<file path="config.mk">
export PLATFORM = sky130hd
export DESIGN_NAME = alu_seq
export DESIGN_NICKNAME = d
export VERILOG_FILES = /design/src/rtl/alu_seq_pkg.sv /design/src/rtl/alu_mul_iter.sv /design/src/rtl/alu_seq.sv
export SDC_FILE = /design/constraint.sdc
export NUM_CORES = 1
export LEC_CHECK = 0
export CAP_MARGIN = 5
export CORE_MARGIN = 1
export CORE_UTILIZATION = 30
export DETAILED_ROUTE_END_ITERATION = 10
export HOLD_SLACK_MARGIN = 0.1
export PLACE_DENSITY = 0.5
export SLEW_MARGIN = 10
export SYNTH_ARGS = -nofsm -noshare
export SYNTH_HDL_FRONTEND = slang
export SYNTH_SLANG_ARGS = --single-unit
</file>
<file path="constraint.sdc">
create_clock -name clk -period 8.1 [get_ports clk]
set_input_delay 0.81 -clock clk [delete_from_list [all_inputs] [get_ports clk]]
set_output_delay 0.81 -clock clk [all_outputs]
set_load 0.02 [all_outputs]
</file>
<file path="src/rtl/alu_seq_pkg.sv">
// alu_seq_pkg: shared types for the registered ALU.
//   alu_op_e    - 3-bit opcode; 000..011 match the older combinational ALU
//   alu_flags_t - packed status flags {z, n, c, v}
//   alu_state_e - control FSM states
package alu_seq_pkg;

  localparam int unsigned ALU_OP_W = 3;

  typedef enum logic [ALU_OP_W-1:0] {
    OP_ADD = 3'b000,
    OP_SUB = 3'b001,
    OP_AND = 3'b010,
    OP_OR  = 3'b011,
    OP_XOR = 3'b100,
    OP_SLT = 3'b101,
    OP_SHL = 3'b110,
    OP_MUL = 3'b111
  } alu_op_e;

  typedef struct packed {
    logic z;
    logic n;
    logic c;
    logic v;
  } alu_flags_t;

  typedef enum logic {
    IDLE,
    MUL
  } alu_state_e;

endpackage

</file>
<file path="src/rtl/alu_mul_iter.sv">
// alu_mul_iter: iterative shift-add unsigned multiplier, one partial
// product per clock, WIDTH steps per multiply.
//   clk, rst - clock, synchronous active-high reset (aborts a multiply)
//   start    - load a/b and begin; ignored while busy
//   a, b     - WIDTH-bit unsigned operands
//   done     - high during the final step; product is valid that same cycle
//   product  - 2*WIDTH-bit full product (combinational view of the last step)
module alu_mul_iter #(
  parameter int unsigned WIDTH = 8
) (
  input  logic               clk,
  input  logic               rst,
  input  logic               start,
  input  logic [WIDTH-1:0]   a,
  input  logic [WIDTH-1:0]   b,
  output logic               done,
  output logic [2*WIDTH-1:0] product
);

  localparam int unsigned    CW   = $clog2(WIDTH);
  localparam logic [CW-1:0]  LAST = CW'(WIDTH - 1);

  logic               busy;
  logic [CW-1:0]      count;
  logic [2*WIDTH-1:0] mcand;
  logic [WIDTH-1:0]   mplier;
  logic [2*WIDTH-1:0] acc;
  logic [2*WIDTH-1:0] acc_next;

  always_comb begin
    acc_next = acc + (mplier[0] ? mcand : '0);
  end

  // Exposing acc_next lets the caller register the product on the last
  // step edge itself, so no extra cycle is spent after the final add.
  assign product = acc_next;
  assign done    = busy && (count == LAST);

  always_ff @(posedge clk) begin
    if (rst) begin
      busy   <= 1'b0;
      count  <= '0;
      mcand  <= '0;
      mplier <= '0;
      acc    <= '0;
    end else if (start && !busy) begin
      busy   <= 1'b1;
      count  <= '0;
      mcand  <= {{WIDTH{1'b0}}, a};
      mplier <= b;
      acc    <= '0;
    end else if (busy) begin
      acc    <= acc_next;
      mcand  <= mcand << 1;
      mplier <= mplier >> 1;
      count  <= count + 1'b1;
      if (done) begin
        busy <= 1'b0;
      end
    end
  end

endmodule

</file>
<file path="src/rtl/alu_seq.sv">
// alu_seq: registered ALU with valid/ready handshake on both sides.
// Single-cycle ops: ADD SUB AND OR XOR SLT SHL (latency 1, full throughput).
// MUL is iterative (latency WIDTH+1) when ALU_SEQ_MUL_EN is defined;
// otherwise op 111 completes in one cycle with result 0 and Z=1.
//   clk, rst            - clock, synchronous active-high reset
//   in_valid, in_ready  - input handshake; a/b/op captured on acceptance
//   a, b, op            - operands and opcode (alu_op_e)
//   out_valid, out_ready- output handshake; result/flags held until popped
//   result              - registered WIDTH-bit result
//   flag_z/n/c/v        - zero, negative, carry, overflow
module alu_seq
  import alu_seq_pkg::*;
#(
  parameter int unsigned WIDTH = 8
) (
  input  logic             clk,
  input  logic             rst,
  input  logic             in_valid,
  output logic             in_ready,
  input  logic [WIDTH-1:0] a,
  input  logic [WIDTH-1:0] b,
  input  logic [2:0]       op,
  output logic             out_valid,
  input  logic             out_ready,
  output logic [WIDTH-1:0] result,
  output logic             flag_z,
  output logic             flag_n,
  output logic             flag_c,
  output logic             flag_v
);

  localparam int unsigned SHW = $clog2(WIDTH);

  alu_state_e       state;
  alu_state_e       state_next;
  alu_op_e          op_e;
  logic             accept;
  logic             pop;
  logic             take_single;
  logic [WIDTH:0]   sum;
  logic [WIDTH-1:0] diff;
  logic [WIDTH-1:0] alu_res;
  alu_flags_t       alu_flags;
  alu_flags_t       flags_q;

  assign op_e     = alu_op_e'(op);
  assign in_ready = (state == IDLE) && (!out_valid || out_ready) && !rst;
  assign accept   = in_valid && in_ready;
  assign pop      = out_valid && out_ready;

  always_comb begin
    sum       = {1'b0, a} + {1'b0, b};
    diff      = a - b;
    alu_res   = '0;
    alu_flags = '0;
    case (op_e)
      OP_ADD: begin
        alu_res     = sum[WIDTH-1:0];
        alu_flags.c = sum[WIDTH];
        alu_flags.v = (a[WIDTH-1] == b[WIDTH-1]) && (sum[WIDTH-1] != a[WIDTH-1]);
      end
      OP_SUB: begin
        alu_res     = diff;
        alu_flags.c = (a >= b);
        alu_flags.v = (a[WIDTH-1] != b[WIDTH-1]) && (diff[WIDTH-1] != a[WIDTH-1]);
      end
      OP_AND:  alu_res = a & b;
      OP_OR:   alu_res = a | b;
      OP_XOR:  alu_res = a ^ b;
      OP_SLT:  alu_res = {{(WIDTH-1){1'b0}}, ($signed(a) < $signed(b))};
      OP_SHL:  alu_res = a << b[SHW-1:0];
      default: alu_res = '0;
    endcase
    alu_flags.z = (alu_res == '0);
    alu_flags.n = alu_res[WIDTH-1];
  end

`ifdef ALU_SEQ_MUL_EN
  logic               mul_start;
  logic               mul_done;
  logic [2*WIDTH-1:0] mul_prod;
  alu_flags_t         mul_flags;

  assign mul_start   = accept && (op_e == OP_MUL);
  assign take_single = accept && (op_e != OP_MUL);

  alu_mul_iter #(
    .WIDTH(WIDTH)
  ) u_mul (
    .clk     (clk),
    .rst     (rst),
    .start   (mul_start),
    .a       (a),
    .b       (b),
    .done    (mul_done),
    .product (mul_prod)
  );

  always_comb begin
    mul_flags   = '0;
    mul_flags.z = (mul_prod[WIDTH-1:0] == '0);
    mul_flags.n = mul_prod[WIDTH-1];
    mul_flags.v = |mul_prod[2*WIDTH-1:WIDTH];
  end
`else
  assign take_single = accept;
`endif

  always_ff @(posedge clk) begin
    if (rst) begin
      state <= IDLE;
    end else begin
      state <= state_next;
    end
  end

  always_comb begin
    state_next = state;
    case (state)
      IDLE: begin
`ifdef ALU_SEQ_MUL_EN
        if (mul_start) begin
          state_next = MUL;
        end
`endif
      end
      MUL: begin
`ifdef ALU_SEQ_MUL_EN
        if (mul_done) begin
          state_next = IDLE;
        end
`else
        state_next = IDLE;
`endif
      end
      default: state_next = IDLE;
    endcase
  end

  // Pop clears out_valid; a same-edge completion overrides it, giving
  // back-to-back results without a bubble.
  always_ff @(posedge clk) begin
    if (rst) begin
      out_valid <= 1'b0;
      result    <= '0;
      flags_q   <= '0;
    end else begin
      if (pop) begin
        out_valid <= 1'b0;
      end
      if (take_single) begin
        result    <= alu_res;
        flags_q   <= alu_flags;
        out_valid <= 1'b1;
      end
`ifdef ALU_SEQ_MUL_EN
      if ((state == MUL) && mul_done) begin
        result    <= mul_prod[WIDTH-1:0];
        flags_q   <= mul_flags;
        out_valid <= 1'b1;
      end
`endif
    end
  end

  assign flag_z = flags_q.z;
  assign flag_n = flags_q.n;
  assign flag_c = flags_q.c;
  assign flag_v = flags_q.v;

endmodule

</file>
==> summary.txt <==
Worst hold path
  – Worst Hold Class: register to register
  – Hold depth: 2

Floorplanning
  – Die height: approximately 83 um
  – Die W: 83.2 um
  – I/O pins: 37
  – Core Box Area: 6350 sq um
  – Rows: 29
  – Starting Density: 31.1%
  – Die area: approximately 6900 sq um

Power and ir drop
  – Leakage: 1.00 nW
  – Int Power: approximately 0.00016 W
  – Peak supply drop: between 0.00008 and 0.00009 V
  – Switching share of power: between 30% and 40%
  – Clk pwr share: about a quarter
  – Power per cell area: about 110 nW/um^2
  – Flop pwr share: about a quarter
  – P_sw: roughly 0.000094 W
  – Combinational share of power: 49.8%

Cells and area
  – Design area: 2410 sq um
  – Nets: around 330
  – Share of layout cells above drive strength 1: under 10%
  – Antenna Cells: 0
  – FF/Latch Area: between 200 and 250 sq um
  – Fillers: ~670
  – Post-synthesis to final-layout area growth: 22.1%
  – Commonest non-fill, non-tap cell in the layout: clkdlybuf4s50_1
  – Area of the multi-input gates: ~1600 sq um
  – Most frequent cells in the layout: clkdlybuf4s50_1, ha_1, inv_1, nor2_1, o21ai_0

Logic synthesis
  – Top_reg_cell synth: dfxtp_1
  – Avg Cell Area, Syn: 7.87 sq um
  – Post-synthesis sequential area ratio: roughly an eighth
  – Synth Register Bits: 12
  – Warnings, synthesis: 0
  – Synthesized instance count: ~250
  – Synth top area share: between 15 and 20%
  – EDFF count, synth: 0
  – Yosys cell types: 54
  – Async set or reset register ratio after synthesis: 0%
  – Syn_nets: about 300
  – Area contributors post-synth: ha_1, dfxtp_1, mux4_2
  – Cell Area, Synth: 1980 sq um
  – Cell taking the most area after synthesis: ha_1

CTS
  – Clock sinks: 12
  – Worst skew pair latency: about 0.24 ns
  – Post-CTS sizing: 0
  – Htree depth: 1
  – Setup bufs post-CTS: 0
  – Max clock buf depth: 2
  – Hold-fix buffers, CTS: 0
  – Num CTS Buffers: 3
  – CTS root buffer: clkbuf_8
  – Clock slew at reported path FFs: around 0.050 ns
  – CTS tree: built

Worst setup path
  – CP max stage delay: approximately 0.80 ns
  – Capturing element type of the critical path: register
  – Crit start category: input port
  – Crit Path Class: input port to register
  – CP required: roughly 8.3 ns
  – CP Cell Sequence: clkdlybuf4s50_1, inv_1, fa_1, mux4_2, a2111oi_4, nand2_1, nor4b_2, nand4b_1, o31ai_2
  – Slowest CP cell: clkdlybuf4s50_1
  – Arr. time, crit path: 3.99 ns
  – Worst reg-to-reg path cell count: 7
  – Levels on crit path: 9
  – CP top delay family: buffers and inverters
  – Buffers & Inverters on Critical Path: 2
  – Worst-path fanout max: 11

Routing
  – Post-DRT Antenna Nets: 0
  – DR vias: 1901
  – First drt pass iteration count: 4
  – Routed wire per std cell: roughly 16 um
  – Drt drc: 0
  – Vias per cell: 5.40
  – Total Wirelength: between 5000 and 6000 um
  – First DRT Iteration DRCs: approximately 130

Timing
  – Fin. Hold Viols: 0
  – Setup TNS: 0 ns
  – Unrepaired setup endpoints after global routing: no
  – Final min period: around 3.8 ns
  – Clock skew: ~0.003 ns
  – Post-route clock period utilization: about 47%
  – Slew HR: between 30% and 40%
  – Pins over their slew limit: 0
  – Fmax: roughly 260 MHz
  – Slew @ Worst Pin: 0.909 ns
  – Setup violators final: 0
  – Worst setup margin: roughly 4.3 ns

Place
  – Pre-CTS setup slack: ~4.0 ns
  – Post-DP Area: roughly 2400 sq um
  – Placer congestion estimate: 0.883
  – Detail Placement HPWL: ~4400 um
  – IO buf count: 36

Global route
  – Initial antenna violation count: 0
  – Vias in the first global route: 1825
  – First-pass GRT wire length: just over 9000 um
  – Largest net degree at the start of global routing: 26
  – Remaining global-route overflow: 0
  – GRT Util Overall: ~16%

Flow run
  – Max Cap Viol: 0

Run status
  – Status: finished clean
[power by group through the flow]
stage / Sequential, W / Clock (W) / Combinational, W
after floorplan: 0.0000723 / 0 / 0.0000779
after global placement: 0.0000669 / 0 / 0.000129
after detailed placement: 0.0000670 / 0 / 0.000127
after CTS: 0.0000657 / 0.0000666 / 0.000128
after global routing: 0.0000662 / 0.0000700 / 0.000141
final: 0.0000656 / 0.0000635 / 0.000128
[kinds of logic (layout without fill, tap and decap cells)]
family / Yosys count / after routing / share of synthesized area (%)
buffers and inverters: 44 / 68 / 9.12
multiplexers: 15 / 15 / 11.5
AND/OR/NAND/NOR: 79 / 79 / 22.0
AO/OA/AOI/OAI: 64 / 64 / 22.4
adder cells (fa/ha/maj): 30 / 30 / 19.8
flip-flops: 12 / 12 / 12.2
XOR/XNOR: 7 / 7 / 3.10
[layout make-up]
type	count	area share (%)
repair buffers	36	14.9
clock buffers	4	2.28
multi-input cells	195	64.5
flip-flops and latches	12	9.96
well taps	77	3.99
inverters	28	4.36
[state kept, by name, indices dropped and copies added (netlist names)]
signal	cells
flag_c	1
out_valid	1
flag_z	1
result	8
flag_v	1
[through the flow]
| step | instances | power, W | util [%] | hold WS, ns |
|---|---|---|---|---|
| 6_report | 352 | 0.000257 | 38.0 | 0.460 |
| 5_1_grt | 352 | 0.000277 | 38.0 | 0.483 |
| 4_1_cts | 352 | 0.000260 | 38.0 | 0.467 |
| 3_5_place_dp | 348 | 0.000194 | 37.1 | 0.460 |
| 3_3_place_gp | 348 | 0.000196 | 37.1 | 0.446 |
| 2_1_floorplan | 251 | 0.000150 | - | 0.535 |
[per-layer routing]
layer / track usage (%) / vias up / routed length (um)
met5: 0 / - / 0
met4: 5.33 / 0 / 64
li1: - / 952 / -
met1: 22.7 / 884 / 2590
met2: 26.9 / 61 / 2590
met3: 1.39 / 4 / 238
[cells in the mapped netlist, types with 2 or more instances]
cell type   n
ha_1       28
inv_1      25
nor2_1     17
o21ai_0    15
a21oi_1    13
dfxtp_1    12
nand2_1    11
nand3_1    11
clkbuf_1    8
mux2i_1     7
buf_2       6
mux4_2      6
nand2b_1    6
nor3_1      6
xnor2_1     6
a31oi_1     5
nor2b_1     5
nor4_1      5
o31ai_1     5
a21o_1      4
nand4b_1    3
o21ai_1     3
or3_1       3
a211oi_1    2
a22oi_1     2
a32oi_1     2
buf_4       2
fa_1        2
inv_2       2
nand3b_1    2
nor3b_1     2
o2111ai_1   2
or3b_1      2
[tightest hold or removal path: stages (launching register included)]
cell and delay [ns]:
dfxtp_1 0.30, nand3_1 0.05, o21ai_1 0.05
[final timing paths]
check                 start   endpoint  slack (ns)
setup / recovery       b[1]     flag_z        4.27
hold / removal    result[5]  result[5]        0.46
hold reg to reg   result[5]  result[5]        0.46
setup reg to reg  out_valid     flag_z        5.89
(Power assumes the default switching activity.)
==> patch (same flow settings) <==
Register the outputs `flag_z`, `flag_n`, `flag_c` and `flag_v`, cleared by the reset; this adds one clock of latency there. The other outputs are not delayed to match.
--- a/src/rtl/alu_seq.sv
+++ b/src/rtl/alu_seq.sv
@@ -165,6 +165,15 @@
 
-  assign flag_z = flags_q.z;
-  assign flag_n = flags_q.n;
-  assign flag_c = flags_q.c;
-  assign flag_v = flags_q.v;
+  always_ff @(posedge clk) begin
+    if (rst) begin
+      flag_z <= '0;
+      flag_n <= '0;
+      flag_c <= '0;
+      flag_v <= '0;
+    end else begin
+      flag_z <= flags_q.z;
+      flag_n <= flags_q.n;
+      flag_c <= flags_q.c;
+      flag_v <= flags_q.v;
+    end
+  end
 
Function: changed (a bounded check fails within 4 cycles, from zero or initial values and one cycle with rst high).
==> patch against the original RTL <==
Wire length grew 15%; worst setup slack lost 0.43 ns; area after synthesis grew 8.2%; first-iteration DRC count grew 9.7%; final area grew 7.4%; power grew 15%; synthesized cell count grew 10%; count of clock-buffer cells in the layout is the same; sequential cell count grew 4.
==> patch: results (changes against the original RTL) <==
Run status
  • Status: complete, no violations

Finish
  • Top Registers: result: 8 flops, flags_q: 3 flops
  • Filler Cell Count: 758 (+14%)
  • # nets final: 356 (+8.2%)
  • Antenna diodes: 0 (unchanged)
  • Ratio of cells with drive above 1 in the final layout: 7.28% (+0.74 points)

Global route
  • Vias in the first global route: 1993 (+9.2%)
  • First-pass GRT wire length: 10.2 mm (+9.9%)
  • Gr usage total: 17.5% (+1.0 points)
  • Pin count of the biggest net entering global routing: 24 (-7.7%)
  • Initial antenna violation count: 0 (unchanged)

Route
  • DRT iter0 DRCs: 147 (+9.7%)
  • First-pass DRT Iterations: 4 (unchanged)
  • Post-DR wirelength/cell: 15.8 um (+1.4%)
  • Vias: 2136 (+12%)
  • Routed vias/inst: 5.37 (-0.62%)

Placement
  • Post-DP HPWL: 4.91 mm (+11%)
  • Placed insts: 394 (+13%)
  • Cell Area, Placed: 2540 sq um (+7.6%)
  • GP Congestion: 0.956 (+8.3%)
  • Place WS: 3.66 ns (-0.356 ns)

Logic synthesis
  • Most frequent cells after synthesis: ha_1, inv_1, nor2_1
  • Mapped Avg Cell Area: 7.71 sq um (-2.0%)
  • Ys Warns: 0 (unchanged)
  • Synth cell types: 59 (+9.3%)
  • Syn Nets: 330 (+8.6%)
  • Post-Synth XOR/XNOR Area: 2.87% (-0.23 points)
  • Multiplexer area fraction after synthesis: 7.14% (-4.4 points)
  • Synth Area in Compound Gates: 24.5% (+2.1 points)
  • Post-Synth Adder-Cell Area: 18.3% (-1.5 points)
  • Register area share after synthesis: 15.0% (+2.8 points)
  • Area contributors post-synth: ha_1, dfxtp_1, inv_1, a21oi_1, nor2_1

Clock tree
  • Root buffer cell: clkbuf_8
  • # resized after CTS: 0 (unchanged)
  • Clk pin slew, worst setup/hold paths: around 0.06 ns
  • Setup Buffers After CTS: 0 (unchanged)
  • Max Root-Sink Buffers: 2 (unchanged)
  • Num CTS Buffers: 3 (unchanged)

Setup path
  • Crit-path slowest cell: clkdlybuf4s50_1
  • Arrival time worst endpoint: 4.42 ns (+0.43 ns)
  • Cell family with the largest share of critical-path delay: buffers and inverters
  • Crit path max fanout: 17 (+6)
  • Delay of the slowest cell on the worst path: 0.92 ns (+0.12 ns)

STA
  • Max Clock Skew: 0.00298 ns (-0.0000689 ns)
  • Slew @ Worst Pin: 0.878 ns (-0.0306 ns)

Power
  • Static Leak: 1.05 nW (+4.8%)
  • Worst vdd ir: 50.0 uV (-41%)

Worst hold path
  • Hold Path Class: flip-flop to flip-flop

Job
  • Max Cap Viol: 0 (unchanged)
## patch: worst register-to-register path: stages, from the launching register on
cell	delay, ns
dfxtp_1	0.31
nor2b_1	0.14
nor2_1	0.11
nand2_1	0.37
a221o_1	0.43
or4b_1	0.50
or4_1	0.40
o31ai_1	0.21
## patch: routing by layer
layer	vias up	global-route usage [%]	part of all wire [%]
met1	980	22.8	42
li1	1043	-	-
met4	0	5.15	2.7
met3	16	2.29	7.0
met5	-	0	0
met2	97	30.0	48
## patch: final timing paths
path,start,endpoint,cells past startpoint,slack (ns)
worst max-delay path,b[1],flags_q[3]$_SDFFE_PP0P_,10,3.84
worst min-delay path,flags_q[1]$_SDFFE_PP0P_,flag_c$_SDFF_PP0_,2,0.46
worst max register to register,out_valid$_SDFFE_PP0P_,flags_q[3]$_SDFFE_PP0P_,7,5.56
worst min register to register,flags_q[1]$_SDFFE_PP0P_,flag_c$_SDFF_PP0_,2,0.46
## patch: area by class of cell
| type | instances | area, sq um | area share (%) |
|---|---|---|---|
| sequential | 16 | 320 | 12.4 |
| tap | 96 | 120 | 4.64 |
| inverter | 28 | 105 | 4.06 |
| timing repair buffer | 36 | 360 | 13.9 |
| clock buffer | 4 | 55.1 | 2.12 |
| multi-input combinational | 218 | 1630 | 62.9 |
## patch: cell families (layout without fill, tap and decap cells)
logic type                 after synthesis  after routing
DFF                                     16             16
muxes                                   12             12
adders and majority gates               30             30
AOI/OAI and AO/OA                       75             75
and+or+nand+nor                         94             94
xor gates and xnor gates                 7              7
buffers and inverters                   43             68
## patch: report_power, final
group | switching, mW | internal (mW)
logic | 0.0787 | 0.0604
registers | 0.00214 | 0.0845
clock network | 0.0260 | 0.0431
total | 0.107 | 0.188
